### src/rtl/cache_fill_fsm_pkg.sv
// cache_fill_fsm_pkg: shared state encoding and block geometry for the cache fill FSM
package cache_fill_fsm_pkg;
  localparam int WORD_IDX_W = 3;
  localparam logic [15:0] BLOCK_OFFSET_MASK = 16'hFFF0;
  typedef enum logic {FILL_IDLE = 1'b0, FILL_BUSY = 1'b1} fill_state_e;
endpackage

### src/rtl/cache_fill_fsm_if.sv
// cache_fill_fsm_if: miss, memory and cache-array signals of one fill FSM instance
// CRITICAL_WORD_FIRST_EN adds crit_word_ready
interface cache_fill_fsm_if #(parameter int ADDR_W = 16);
  logic miss_detected;
  logic [ADDR_W-1:0] miss_address;
  logic memory_data_valid;
  logic [15:0] memory_data;
  logic fsm_busy;
  logic memory_en;
  logic [ADDR_W-1:0] memory_address;
  logic write_data_array;
  logic write_tag_array;
  logic [ADDR_W-1:0] fill_addr;
  logic [15:0] fill_data;
`ifdef CRITICAL_WORD_FIRST_EN
  logic crit_word_ready;
  modport master(
    input miss_detected, miss_address, memory_data_valid, memory_data,
    output fsm_busy, memory_en, memory_address, write_data_array, write_tag_array,
    output fill_addr, fill_data, crit_word_ready
  );
  modport slave(
    output miss_detected, miss_address, memory_data_valid, memory_data,
    input fsm_busy, memory_en, memory_address, write_data_array, write_tag_array,
    input fill_addr, fill_data, crit_word_ready
  );
`else
  modport master(
    input miss_detected, miss_address, memory_data_valid, memory_data,
    output fsm_busy, memory_en, memory_address, write_data_array, write_tag_array,
    output fill_addr, fill_data
  );
  modport slave(
    output miss_detected, miss_address, memory_data_valid, memory_data,
    input fsm_busy, memory_en, memory_address, write_data_array, write_tag_array,
    input fill_addr, fill_data
  );
`endif
endinterface

### src/rtl/cache_fill_fsm_fill_word_counter.sv
// fill_word_counter: word counter for one side of a block fill, done once N words are counted
module fill_word_counter
  import cache_fill_fsm_pkg::*;
#(
  parameter int N = 8
) (
  input  logic                  clk,
  input  logic                  rst_n,
  input  logic                  clr,
  input  logic                  inc,
  output logic [WORD_IDX_W-1:0] idx,
  output logic                  done
);
  logic [WORD_IDX_W:0] cnt_q, cnt_d;
  always_comb cnt_d = clr ? '0 : inc ? cnt_q + 1'b1 : cnt_q;
  always_ff @(posedge clk) begin
    if (!rst_n) cnt_q <= '0;
    else cnt_q <= cnt_d;
  end
  assign idx = cnt_q[WORD_IDX_W-1:0];
  assign done = cnt_q == (WORD_IDX_W + 1)'(N);
endmodule

### src/rtl/cache_fill_fsm.sv
// cache_fill_fsm: L1 miss handler fetching one 8-word block from main memory
// CRITICAL_WORD_FIRST_EN starts the fill at the missed word and adds crit_word_ready
module cache_fill_fsm
  import cache_fill_fsm_pkg::*;
#(
  parameter int BLOCK_WORDS = 8,
  parameter int ADDR_W = 16
) (
  input logic clk,
  input logic rst_n,
  cache_fill_fsm_if.master bus
);
  fill_state_e state_q, state_d;
  logic [ADDR_W-1:0] base_q, base_d;
  logic [WORD_IDX_W-1:0] widx_q, widx_d, start, issue_idx, recv_idx;
  logic [15:0] data_q, data_d;
  logic vld_q, vld_d;
  logic busy, accept, issue_inc, recv_inc, issue_done, recv_done, last_wr;

  function automatic logic [ADDR_W-1:0] word_addr(logic [ADDR_W-1:0] base, logic [WORD_IDX_W-1:0] idx);
    return base | ADDR_W'({idx, 1'b0});
  endfunction

  assign busy = state_q == FILL_BUSY;
  assign accept = !busy && bus.miss_detected;
  assign issue_inc = busy && !issue_done;
  // valids past the eighth are a protocol error and dropped
  assign recv_inc = busy && bus.memory_data_valid && !recv_done;
  assign last_wr = vld_q && widx_q == '1;

  fill_word_counter #(.N(BLOCK_WORDS)) u_issue (
    .clk(clk), .rst_n(rst_n), .clr(!busy), .inc(issue_inc), .idx(issue_idx), .done(issue_done)
  );
  fill_word_counter #(.N(BLOCK_WORDS)) u_recv (
    .clk(clk), .rst_n(rst_n), .clr(!busy), .inc(recv_inc), .idx(recv_idx), .done(recv_done)
  );

`ifdef CRITICAL_WORD_FIRST_EN
  logic [WORD_IDX_W-1:0] start_q, start_d;
  always_comb start_d = accept ? bus.miss_address[WORD_IDX_W:1] : start_q;
  always_ff @(posedge clk) begin
    if (!rst_n) start_q <= '0;
    else start_q <= start_d;
  end
  assign start = start_q;
  assign bus.crit_word_ready = vld_q && widx_q == '0;
`else
  assign start = '0;
`endif

  always_comb begin
    state_d = accept ? FILL_BUSY : last_wr ? FILL_IDLE : state_q;
    base_d = accept ? bus.miss_address & BLOCK_OFFSET_MASK : base_q;
    vld_d = recv_inc;
    data_d = recv_inc ? bus.memory_data : data_q;
    widx_d = recv_inc ? recv_idx : widx_q;
  end

  always_ff @(posedge clk) begin
    if (!rst_n) begin
      state_q <= FILL_IDLE;
      base_q <= '0;
      vld_q <= 1'b0;
      data_q <= '0;
      widx_q <= '0;
    end else begin
      state_q <= state_d;
      base_q <= base_d;
      vld_q <= vld_d;
      data_q <= data_d;
      widx_q <= widx_d;
    end
  end

  // offset bits are or-ed into an aligned base, so addresses never leave the block
  always_comb begin
    bus.fsm_busy = busy;
    bus.memory_en = issue_inc;
    bus.memory_address = issue_inc ? word_addr(base_q, issue_idx + start) : '0;
    bus.write_data_array = vld_q;
    bus.write_tag_array = last_wr;
    bus.fill_addr = vld_q ? word_addr(base_q, widx_q + start) : '0;
    bus.fill_data = data_q;
  end
endmodule

### src/flat_wrapper.sv
// flat-port wrapper written by rule: the top's interface ports become plain ports
module cache_fill_fsm_flat import cache_fill_fsm_pkg::*;
#(
  parameter int BLOCK_WORDS = 8,
  parameter int ADDR_W = 16
)
  (clk, rst_n, bus_miss_detected, bus_miss_address, bus_memory_data_valid, bus_memory_data, bus_fsm_busy, bus_memory_en, bus_memory_address, bus_write_data_array, bus_write_tag_array, bus_fill_addr, bus_fill_data);
  cache_fill_fsm_if #(.ADDR_W(ADDR_W)) bus_i ();
  input logic clk;
  input logic rst_n;
  input wire logic [$bits(bus_i.miss_detected)-1:0] bus_miss_detected;
  input wire logic [$bits(bus_i.miss_address)-1:0] bus_miss_address;
  input wire logic [$bits(bus_i.memory_data_valid)-1:0] bus_memory_data_valid;
  input wire logic [$bits(bus_i.memory_data)-1:0] bus_memory_data;
  output wire logic [$bits(bus_i.fsm_busy)-1:0] bus_fsm_busy;
  output wire logic [$bits(bus_i.memory_en)-1:0] bus_memory_en;
  output wire logic [$bits(bus_i.memory_address)-1:0] bus_memory_address;
  output wire logic [$bits(bus_i.write_data_array)-1:0] bus_write_data_array;
  output wire logic [$bits(bus_i.write_tag_array)-1:0] bus_write_tag_array;
  output wire logic [$bits(bus_i.fill_addr)-1:0] bus_fill_addr;
  output wire logic [$bits(bus_i.fill_data)-1:0] bus_fill_data;
  assign bus_i.miss_detected = bus_miss_detected;
  assign bus_i.miss_address = bus_miss_address;
  assign bus_i.memory_data_valid = bus_memory_data_valid;
  assign bus_i.memory_data = bus_memory_data;
  assign bus_fsm_busy = bus_i.fsm_busy;
  assign bus_memory_en = bus_i.memory_en;
  assign bus_memory_address = bus_i.memory_address;
  assign bus_write_data_array = bus_i.write_data_array;
  assign bus_write_tag_array = bus_i.write_tag_array;
  assign bus_fill_addr = bus_i.fill_addr;
  assign bus_fill_data = bus_i.fill_data;
  cache_fill_fsm #(.BLOCK_WORDS(BLOCK_WORDS), .ADDR_W(ADDR_W)) u_core (.clk(clk), .rst_n(rst_n), .bus(bus_i));
endmodule
### config.mk
export PLATFORM = sky130hd
export DESIGN_NAME = cache_fill_fsm_flat
export DESIGN_NICKNAME = d
export VERILOG_FILES = /design/src/rtl/cache_fill_fsm_pkg.sv /design/src/rtl/cache_fill_fsm_if.sv /design/src/rtl/cache_fill_fsm_fill_word_counter.sv /design/src/rtl/cache_fill_fsm.sv /design/src/flat_wrapper.sv
export SDC_FILE = /design/constraint.sdc
export NUM_CORES = 1
export LEC_CHECK = 0
export BUFFER_PORTS_ARGS = -buffer_cell sky130_fd_sc_hd__buf_2
export CAP_MARGIN = 10
export CORE_UTILIZATION = 40
export DETAILED_ROUTE_END_ITERATION = 6
export PLACE_DENSITY = 0.81
export SKIP_CTS_REPAIR_TIMING = 1
export SLEW_MARGIN = 20
export SYNTH_ARGS = -nofsm -noshare
export SYNTH_HDL_FRONTEND = slang
export SYNTH_SLANG_ARGS = --single-unit
### constraint.sdc
create_clock -name clk -period 3.54 [get_ports clk]
set_input_delay 0.708 -clock clk [delete_from_list [all_inputs] [get_ports clk]]
set_output_delay 0.708 -clock clk [all_outputs]
set_load 0.01 [all_outputs]
### Word-level counts from Yosys, hierarchy flattened

Cells that the tools add are included.

| word-level totals | value |
|---|---|
| output and inout port bits | 52 |
| input bits | 36 |
| flip-flop bits (word level) | 41 |

| operators by class | value |
|---|---|
| add/subtract/negate cells | 2 |
| eq/ne operators | 3 |
| bitwise gates (word level) | 2 |
| muxes and demuxes | 4 |
| reduce and logical (&&, ||, !) cells | 10 |

Operators with widths:

| kind | count |
|---|---|
| 2-to-1 mux 16 bit | 2 |
| OR 16 x 4 -> 16 bit | 2 |
| adder 4 x 1 -> 4 bit, second input constant | 2 |
| == test 4 bit, second input constant | 2 |
| logical AND 1 bit | 5 |
| == test 3 bit, second input constant | 1 |
| zero test 1 bit | 3 |
| 2-to-1 mux 1 bit | 2 |
| AND reduction 2 bit | 1 |
| nonzero test 2 bit | 1 |

### Depth between registers and ports, before layout

Gate-level depths: netlist of the first run.

| depth | value |
|---|---|
| depth in word-level cells | 4 |
| mapped depth | 6 |

### By module

Synthesis of the first run repeated with hierarchy kept, for this count alone.

| second synthesis, totals | value |
|---|---|
| cells, all modules | 233 |
| area, all modules | 1,868.0 um2 |

Modules (own cells, without submodules):

| module | area each (um2) | times used | cells each |
|---|---|---|---|
| cache_fill_fsm | 1,405.1 | 1 | 183 |
| fill_word_counter | 231.5 | 2 | 25 |

### Worst setup path after synthesis of the first run

Ideal clock, no wire load.

| path | value |
|---|---|
| path kind | register to output |
| start point | reg u_core.u_issue.cnt_q[0] |
| end point | out bus_memory_address[12] |
| arrival | 1.268 ns |
| path buffers | 1 |
| stages on the path, launching flop included | 6 |
| slack | 1.564 ns |
| cells stage by stage | dfxtp_1 -> inv_1 -> ha_1 -> nand3b_1 -> clkbuf_1 -> and3_1 |

| on the way | value |
|---|---|
| word-level cells in the longest chain between the ends | 4 |

Ends and longest elaborated chain:

| what | line | text |
|---|---|---|
| from (decl) | cache_fill_fsm_fill_word_counter.sv:14 | `logic [WORD_IDX_W:0] cnt_q, cnt_d;` |
| from (signal assigned) | cache_fill_fsm_fill_word_counter.sv:18 | `else cnt_q <= cnt_d;` |
| == test 4 bit | cache_fill_fsm_fill_word_counter.sv:21 | `assign done = cnt_q == (WORD_IDX_W + 1)'(N);` |
| zero test 1 bit | cache_fill_fsm.sv:26 | `assign issue_inc = busy && !issue_done;` |
| logical AND 1 bit | cache_fill_fsm.sv:26 |  |
| 2-to-1 mux 16 bit | cache_fill_fsm.sv:79 | `bus.memory_address = issue_inc ? word_addr(base_q, issue_idx + start) : '0;` |
| to (decl) | flat_wrapper.sv:17 | `output wire logic [$bits(bus_i.memory_address)-1:0] bus_memory_address;` |

No other way between the ends.

### Final worst setup path of the first run

| path | value |
|---|---|
| start point | reg u_core.u_issue.cnt_q[0] |
| end point | out bus_memory_address[14] |

Same word-level chain as after synthesis.

==> results.yml, run 1 <==
global_routing:
  grt_pass1_vias: 1605
  grt_pass1_wl_um: 6820
  globalRoute.totalOverflow: 0
  antenna_found_initial: 0
  grt_max_degree: 28
  grt.total_usage_pct: 16.7
worst_setup_path:
  r2r-start: "u_core.bus.fsm_busy"
  critPathArrivalTime_ps: 1770
  worst_ep_required_time_ps: 2830
  end_kind: "output pin"
  critPathLaunchType: "flip-flop"
  r2r_end: "u_core.bus.fill_data[0]"
  r2r_slack_ps: 1760
  crit_start: "u_core.u_issue.cnt_q[0]"
  path_class: "flip-flop to output pin"
  cp_max_fo: 18
  r2r_cells: 3
timing:
  min_period_ps: 2470
  setup_violations: 0
  max_freq_mhz: 404
  finalCritPeriodShare_pct: 69.9
  final_hold_viol_count: 0
  drv_slew: 0
  tightest_slew_ps: 774
  max_slew_margin_pct: 48.3
  timing.setup.tns_ps: 0
  fin_ws_ps: 1070
  skew_ps: 9.38
  grt_setup_unrepaired: "false"
  worst_hold_slack_ps: 457
run:
  cap_violations: 0
cells_and_area:
  multi_input_area_mm2: 0.00101
  syn2layout_area_growth_pct: 25.7
  final_nets: 342
  n_antenna_cell: 0
  drive_gt1_share_pct: 30.5
  regArea_um2: 821
  fillerInstances: 444
  final_util_pct: 54.0
floorplanning:
  die-area_mm2: 0.00509
  top_level_ports: 88
  die_y_um: 71.3
  start_util_pct: 43.0
  num_rows: 24
  core_mm2: 0.00447
  die_w_um: 71.3
placement:
  hpwl_um: 2840
  place_congestion: 0.749
  dp_slack_ps: 1360
  io_buffers: 81
status:
  status: "finished, violations left"
  violations: "DRC"
power:
  switchingPower_w: 0.000225
  irDropWorstVdd_mv: 0.219
  p_leak_nw: 1.20
  seqPwrFrac_pct: 54.8
  powerDensity_mw_per_mm2: 375
  power_frac_comb_pct: 10.8
  clock_power_share_pct: 34.4
  p_int_w: 0.000679
  swShare_pct: 24.9
clocking:
  clk_pin_slew_ps: 80
  htreeDepth: 2
  ctsRootBufferMaster: "clkbuf_8"
  clkLatencyLatePin_ps: 290
  cts_sinks: 41
  tritoncts: "done"
  clock_path_buffers: 2
  numCtsBuffers: 5
synth:
  syn_area_mm2: 0.00192
  synth_cells: 227
  syn_avg_cell_area_um2: 8.47
  ys_types: 30
  synth_warnings: 0
  ys_seq_area_share_pct: 42.7
  synth-seq-cells: 41
drt:
  via_per_inst: 4.84
  vias: 1714
  dr.first_iter.drc_count: 63
  drc_errors: 7
  wire_per_inst_um: 11.4
  drtAntennaViolNets: 0
  dr.pass1.iters: 6
  wirelength_um: 4040
hold_path:
  hold_path_end: "u_core.bus.fill_data[1]"
  hold_depth: 2
  min_path_type: "flip-flop to flip-flop"
  worstHoldStart: "u_core.bus.fill_data[1]"
-- synthesized netlist by cell type --
master     n  share of area (%)
buf_4      2               0.78
conb_1     1               0.20
xnor2_1    1               0.46
dfxtp_1   41                 43
xor2_1     1               0.46
buf_8      1               0.78
nor2_1     4               0.78
nor2_8     1                1.0
and4_1     1               0.46
mux2i_1   20                 10
and2_1    19                6.2
nor2b_1    1               0.33
nand2_1   63                 12
ha_1       4                2.6
nand2b_1   2               0.65
inv_1      4               0.78
a21boi_0  13                5.1
nand3b_1   2               0.78
nand2_2    1               0.33
and3_1    15                4.9
o211a_1    1               0.52
or3_1      1               0.33
nand4b_1   1               0.46
a21oi_1    5                1.3
clkbuf_2   1               0.26
buf_2      2               0.52
clkbuf_1   9                1.8
and3b_2    1               0.52
nand3_1    5                1.3
o21ai_0    4                1.0
-- power by group through the flow --
| stage | Combinational, W | Clock [W] | Sequential [W] |
|---|---|---|---|
| CTS | 0.0000990 | 0.000321 | 0.000496 |
| finish | 0.0000980 | 0.000311 | 0.000496 |
| global placement | 0.0000973 | 0 | 0.000505 |
| floorplan | 0.0000622 | 0 | 0.000504 |
| global route | 0.000110 | 0.000339 | 0.000499 |
| detailed placement | 0.0000988 | 0 | 0.000506 |
-- final cells by class --
cell class	instances	area share (%)
inverter	4	0.622
clock inverter	1	0.311
multi-input combinational	168	41.9
clock buffer	6	3.42
tap	52	2.69
sequential	41	34.0
timing repair buffer	82	17.1
-- worst max path at each step --
| stage | slack (ps) | to |
|---|---|---|
| after detailed placement | 1360 | bus_memory_address[5] |
| after CTS | 1050 | bus_memory_address[5] |
| after floorplan | 1560 | bus_memory_address[12] |
| after global placement | 1380 | bus_memory_address[9] |
| final | 1070 | bus_memory_address[14] |
| after global routing | 860 | bus_memory_address[11] |
-- kinds of logic (layout without fill, tap and decap cells) --
kind of cell               Yosys count  in the layout  synth area share (%)
xor gates and xnor gates             2              2                 0.912
adders and majority gates            4              4                  2.60
AOI/OAI and AO/OA                   23             23                  7.94
muxes                               20             20                  10.4
buffers and inverters               19             93                  4.88
and+or+nand+nor                    117            117                  30.3
DFF                                 41             41                  42.7
other                                1              2                 0.195
-- worst max-delay path, stage by stage (launching register included) --
cell	delay [ps]
dfxtp_1	350
inv_1	70
ha_1	140
nand3b_1	410
and3_1	380
buf_2	130
-- metal layers --
metal,GRT usage [%],vias up,wire length [um]
met5,0,-,0
met1,19.0,759,1870
li1,-,888,-
met3,5.20,5,270
met2,29.7,62,1860
met4,5.11,0,39
-- cell usage in the layout (no fill, tap or decap), types with 2 or more instances in the layout --
cell,Yosys,routed
a21boi_0,13,13
a21oi_1,5,5
and2_1,19,19
and3_1,15,15
buf_2,2,81
clkbuf_8,0,6
conb_1,1,2
dfxtp_1,41,41
ha_1,4,4
inv_1,4,4
mux2i_1,20,20
nand2_1,63,63
nand2b_1,2,2
nand3_1,5,5
nand3b_1,2,2
nor2_1,4,4
o21ai_0,4,4
-- registers in the layout, summed over array words and instances, names as in the netlist --
| register | flops |
|---|---|
| u_core.bus.write_data_array | 1 |
| u_core.bus.fsm_busy | 1 |
| u_core.bus.fill_data | 16 |
| u_core.u_issue.cnt_q | 4 |
| u_core.widx_q | 3 |
| u_core.u_recv.cnt_q | 4 |
| u_core.base_q | 12 |
-- through the flow --
step                area, um2  power, W  instances
CTS                      2410  0.000916        354
detailed placement       2320  0.000605        347
global placement         2320  0.000602        347
floorplan                1930  0.000567        228
finish                   2410  0.000905        354
global route             2410  0.000948        354
No activity file was read; power rests on OpenSTA's default activity.
==> inputs of run 2 (changes only) <==
--- a/config.mk
+++ b/config.mk
@@ -9,7 +9,7 @@
 export CAP_MARGIN = 10
 export CORE_UTILIZATION = 40
 export DETAILED_ROUTE_END_ITERATION = 6
-export PLACE_DENSITY = 0.81
+export PLACE_DENSITY = 0.84
 export SKIP_CTS_REPAIR_TIMING = 1
 export SLEW_MARGIN = 20
 export SYNTH_ARGS = -nofsm -noshare
==> constraint.sdc (replaced) <==
create_clock -name clk -period 2.1 [get_ports clk]
set_input_delay 0.42 -clock clk [delete_from_list [all_inputs] [get_ports clk]]
set_output_delay 0.42 -clock clk [all_outputs]
set_load 0.01 [all_outputs]
==> run 2 against run 1 <==
Against the previous run:
- the run still ends with DRC left
- clock skew is 5.3 ps lower
- design area is 2.2% higher
- non-clock buffer count up 4
- setup slack worse by 970 ps
- total power grew 73%
- register-to-register slack worse by 1300 ps
- final cell count grew 1.4%
- worst hold slack got worse by 89 ps
- clock power grew 79%
- core utilization is 1.2 points higher
- via count up 1.3%
- largest power group unchanged
==> results.yml, run 2 (same netlist as run 1, synthesis figures left out) <==
global_routing:
  globalRoute.totalOverflow: 0
  grt.total_usage_pct: 16.5
  grt_pass1_wl_um: 6750
  antenna_found_initial: 0
  grt_pass1_vias: 1637
  grt_max_degree: 35
floorplanning:
  die-area_mm2: 0.00509
  top_level_ports: 88
  start_util_pct: 43.0
  die_w_um: 71.3
  core_mm2: 0.00447
  die_y_um: 71.3
  num_rows: 24
worst_setup_path:
  critPathArrivalTime_ps: 1580
  path_class: "flip-flop to output pin"
  worst_ep_required_time_ps: 1680
  end_kind: "output pin"
  critPathLaunchType: "flip-flop"
  cp_max_fo: 16
drt:
  via_per_inst: 4.84
  dr.pass1.iters: 6
  vias: 1736
  wire_per_inst_um: 11.2
  dr.first_iter.drc_count: 85
  drc_errors: 7
  drtAntennaViolNets: 0
  wirelength_um: 4010
clocking:
  clk_pin_slew_ps: 80
  ctsRootBufferMaster: "clkbuf_8"
  numCtsBuffers: 5
  clock_path_buffers: 2
  tritoncts: "done"
  cts_sinks: 41
  htreeDepth: 2
  clkLatencyLatePin_ps: 280
placement:
  hpwl_um: 2930
  dp.cells: 350
  place_area_mm2: 0.00236
  io_buffers: 81
  place_congestion: 0.788
  dp_slack_ps: 285
timing:
  final_hold_viol_count: 0
  skew_ps: 4.10
  min_period_ps: 2000
  drv_slew: 0
  grt_setup_unrepaired: "false"
  finalCritPeriodShare_pct: 95.3
  fin_ws_ps: 98.9
  max_freq_mhz: 500
  setup_violations: 0
power:
  p_leak_nw: 1.24
  irDropWorstVdd_mv: 0.353
  powerDensity_mw_per_mm2: 634
cells_and_area:
  mostFrequentLayoutCells: "buf_2 (81), nand2_1 (63), dfxtp_1 (41), mux2i_1 (20), and2_1 (19)"
  regArea_um2: 821
  fillerInstances: 432
  stdcell_area_mm2: 0.00247
  syn2layout_area_growth_pct: 28.5
  final_nets: 346
  n_antenna_cell: 0
  final_common_cell: "buf_2"
  drive_gt1_share_pct: 31.6
  instances_no_fill: 359
  multi_input_area_mm2: 0.00101
  largest_reg_flops: 16
status:
  violations: "DRC"
  status: "finished, violations left"
hold_path:
  min_path_type: "primary input to flip-flop"
run:
  cap_violations: 0
==> run 2: cell types whose count changed in the layout (fill, tap and decap cells not counted) <==
cell,delta
buf_12,+1
buf_4,+3
clkbuf_8,+1
clkinv_2,+1
clkinvlp_4,-1
==> run 2: area by class of cell <==
type	count	area share (%)
Clock buffer	7	3.90
Tap cell	52	2.64
Sequential cell	41	33.2
Clock inverter	1	0.203
Multi-Input combinational cell	168	41.0
Inverter	4	0.608
Timing Repair Buffer	86	18.4
==> run 2: stage by stage <==
stage	hold WS, ps	power (W)	util [%]	setup TNS (ps)
after CTS	361	0.00159	55.0	-203
after global placement	439	0.00102	52.7	0
final	368	0.00157	55.2	0
after floorplan	439	0.000955	-	0
after detailed placement	445	0.00103	52.7	0
after global routing	368	0.00164	55.2	0
==> run 2: worst max-delay path: stages (launching register included) <==
cell and delay (ps):
dfxtp_1 430, inv_1 70, ha_1 200, nand3b_1 100, buf_4 200, and3_1 180, buf_2 130
==> run 2: per-layer routing <==
layer / part of all wire, % / track usage [%] / up-vias / wire length, um
met1: 45 / 18.6 / 775 / 1810
met2: 47 / 29.8 / 58 / 1910
met3: 6.4 / 4.50 / 5 / 258
li1: - / - / 898 / -
met4: 1.1 / 6.00 / 0 / 43
met5: 0 / 0 / - / 0
==> run 2: final timing paths <==
| kind | slack (ps) | cells after the start | endpoint | from |
|---|---|---|---|---|
| hold / removal | 370 | 3 | u_core.bus.fill_data[3] | bus_memory_data[3] |
| setup reg to reg | 490 | 5 | u_core.bus.fill_data[12] | u_core.u_recv.cnt_q[0] |
| hold reg to reg | 460 | 2 | u_core.bus.fill_data[3] | u_core.bus.fill_data[3] |
| setup / recovery | 100 | 6 | bus_memory_address[13] | u_core.u_issue.cnt_q[0] |
==> run 2: report_power, final <==
group / internal (W) / switching [W]
logic: 0.0000831 / 0.0000934
clock network: 0.000297 / 0.000261
registers: 0.000808 / 0.0000236
==> inputs of run 3 (changes only) <==
--- a/config.mk
+++ b/config.mk
@@ -7,9 +7,9 @@
 export LEC_CHECK = 0
 export BUFFER_PORTS_ARGS = -buffer_cell sky130_fd_sc_hd__buf_2
 export CAP_MARGIN = 10
-export CORE_UTILIZATION = 40
+export CORE_UTILIZATION = 42
 export DETAILED_ROUTE_END_ITERATION = 6
-export PLACE_DENSITY = 0.84
+export PLACE_DENSITY = 0.87
 export SKIP_CTS_REPAIR_TIMING = 1
 export SLEW_MARGIN = 20
 export SYNTH_ARGS = -nofsm -noshare
==> run 3 against run 2 <==
Against the previous run:
- core utilization rose by 1.6 points
- final cell count rose by 0.56%
- die area fell by 4.6%
- sequential share of layout area fell by 0.28 points
- clock power rose by 18%
- non-clock buffer count rose by 2
- combinational power barely moved
- setup slack improved by 38 ps
- largest power group unchanged
- the run now ends clean
- design area rose by 0.86%
==> results.yml, run 3 (same netlist as run 1, synthesis figures left out) <==
cells_and_area:
  fillerInstances: 403
  largest_reg_flops: 16
  final_nets: 348
  syn2layout_area_growth_pct: 29.6
  mostFrequentLayoutCells: "buf_2 (81), nand2_1 (63), dfxtp_1 (41), mux2i_1 (20), and2_1 (19)"
  drive_gt1_share_pct: 32.0
  n_antenna_cell: 0
  multi_input_area_mm2: 0.00101
  regArea_um2: 821
  final_common_cell: "buf_2"
  final_util_pct: 56.8
drt:
  drtAntennaViolNets: 0
  vias: 1747
  drc_errors: 0
  dr.pass1.iters: 4
  wirelength_um: 4000
  via_per_inst: 4.84
  wire_per_inst_um: 11.1
  dr.first_iter.drc_count: 52
worst_setup_path:
  cpMaxStageDelayCell: "dfxtp_1"
  max_stage_delay_ps: 420
  path_cells: "inv_1, ha_1, nand3b_1, buf_4, and3_1, buf_2"
  critPathArrivalTime_ps: 1540
  critical-path-top-delay-family: "flip-flops"
  worst_ep_required_time_ps: 1680
  critical_path_buf_inv_count: 3
  end_kind: "output pin"
  cp_max_fo: 7
  critPathLaunchType: "flip-flop"
  path_class: "flip-flop to output pin"
power:
  irDropWorstVdd_mv: 0.389
  powerDensity_mw_per_mm2: 668
  p_leak_nw: 1.24
run:
  cap_violations: 0
clocking:
  cts_sinks: 41
  ctsRootBufferMaster: "clkbuf_8"
  numCtsBuffers: 5
  tritoncts: "done"
  htreeDepth: 2
  clock_path_buffers: 2
  clkLatencyLatePin_ps: 290
  clk_pin_slew_ps: 80
global_routing:
  antenna_found_initial: 0
  grt_max_degree: 28
  globalRoute.totalOverflow: 0
  grt_pass1_vias: 1571
  grt.total_usage_pct: 16.8
  grt_pass1_wl_um: 6670
timing:
  finalCritPeriodShare_pct: 93.5
  drv_slew: 0
  grt_setup_unrepaired: "false"
  setup_violations: 0
  final_hold_viol_count: 0
  min_period_ps: 1960
  timing.setup.tns_ps: 0
  skew_ps: 7.68
  max_freq_mhz: 509
floorplanning:
  start_util_pct: 43.8
  die_y_um: 69.6
  top_level_ports: 88
  die-area_mm2: 0.00485
  core_mm2: 0.00438
  num_rows: 24
  die_w_um: 69.6
status:
  status: "finished clean"
placement:
  place_congestion: 0.774
  hpwl_um: 3000
  io_buffers: 81
hold_path:
  min_path_type: "primary input to flip-flop"
run 3: worst min-delay path, stage by stage:
cell and delay (ps):
buf_2 90, nand2_1 40, mux2i_1 50
run 3: worst paths after layout:
path                                start                        to  slack, ps  cells past startpoint
hold / removal        bus_memory_data[12]  u_core.bus.fill_data[12]        360                      3
hold reg to reg   u_core.bus.fill_data[1]   u_core.bus.fill_data[1]        460                      2
setup / recovery  u_core.u_issue.cnt_q[0]     bus_memory_address[9]        140                      6
setup reg to reg   u_core.u_recv.cnt_q[0]   u_core.bus.fill_data[9]        480                      5
run 3: area by class of cell:
class / instances / share of cell area (%)
timing repair buffer: 88 / 18.4
tap: 52 / 2.61
inverter: 4 / 0.603
sequential: 41 / 33.0
clock buffer: 6 / 3.32
clock inverter: 2 / 1.51
multi-input combinational: 168 / 40.6
run 3: where the power goes:
group	internal (W)	total (W)	switching, W
combinational	0.0000833	0.000177	0.0000933
sequential	0.000808	0.000831	0.0000232
clock	0.000386	0.000656	0.000270
run 3: metrics by stage:
| stage | area, um2 | total power (W) | setup WS (ps) | hold slack [ps] | cells |
|---|---|---|---|---|---|
| floorplan | 1930 | 0.000955 | 412 | 439 | 228 |
| global placement | 2370 | 0.00102 | 496 | 438 | 353 |
| detailed placement | 2370 | 0.00103 | 445 | 449 | 353 |
| CTS | 2490 | 0.00169 | 121 | 350 | 361 |
| global route | 2490 | 0.00174 | 33.8 | 360 | 361 |
| finish | 2490 | 0.00166 | 137 | 363 | 361 |
run 3: routing by layer:
metal  vias to the layer above  global-route usage [%]  wire [um]
met5                         -                       0          0
met4                         0                    4.67         21
met3                         4                    5.38        261
met2                        60                    30.9       1980
met1                       779                    18.4       1740
li1                        904                       -          -
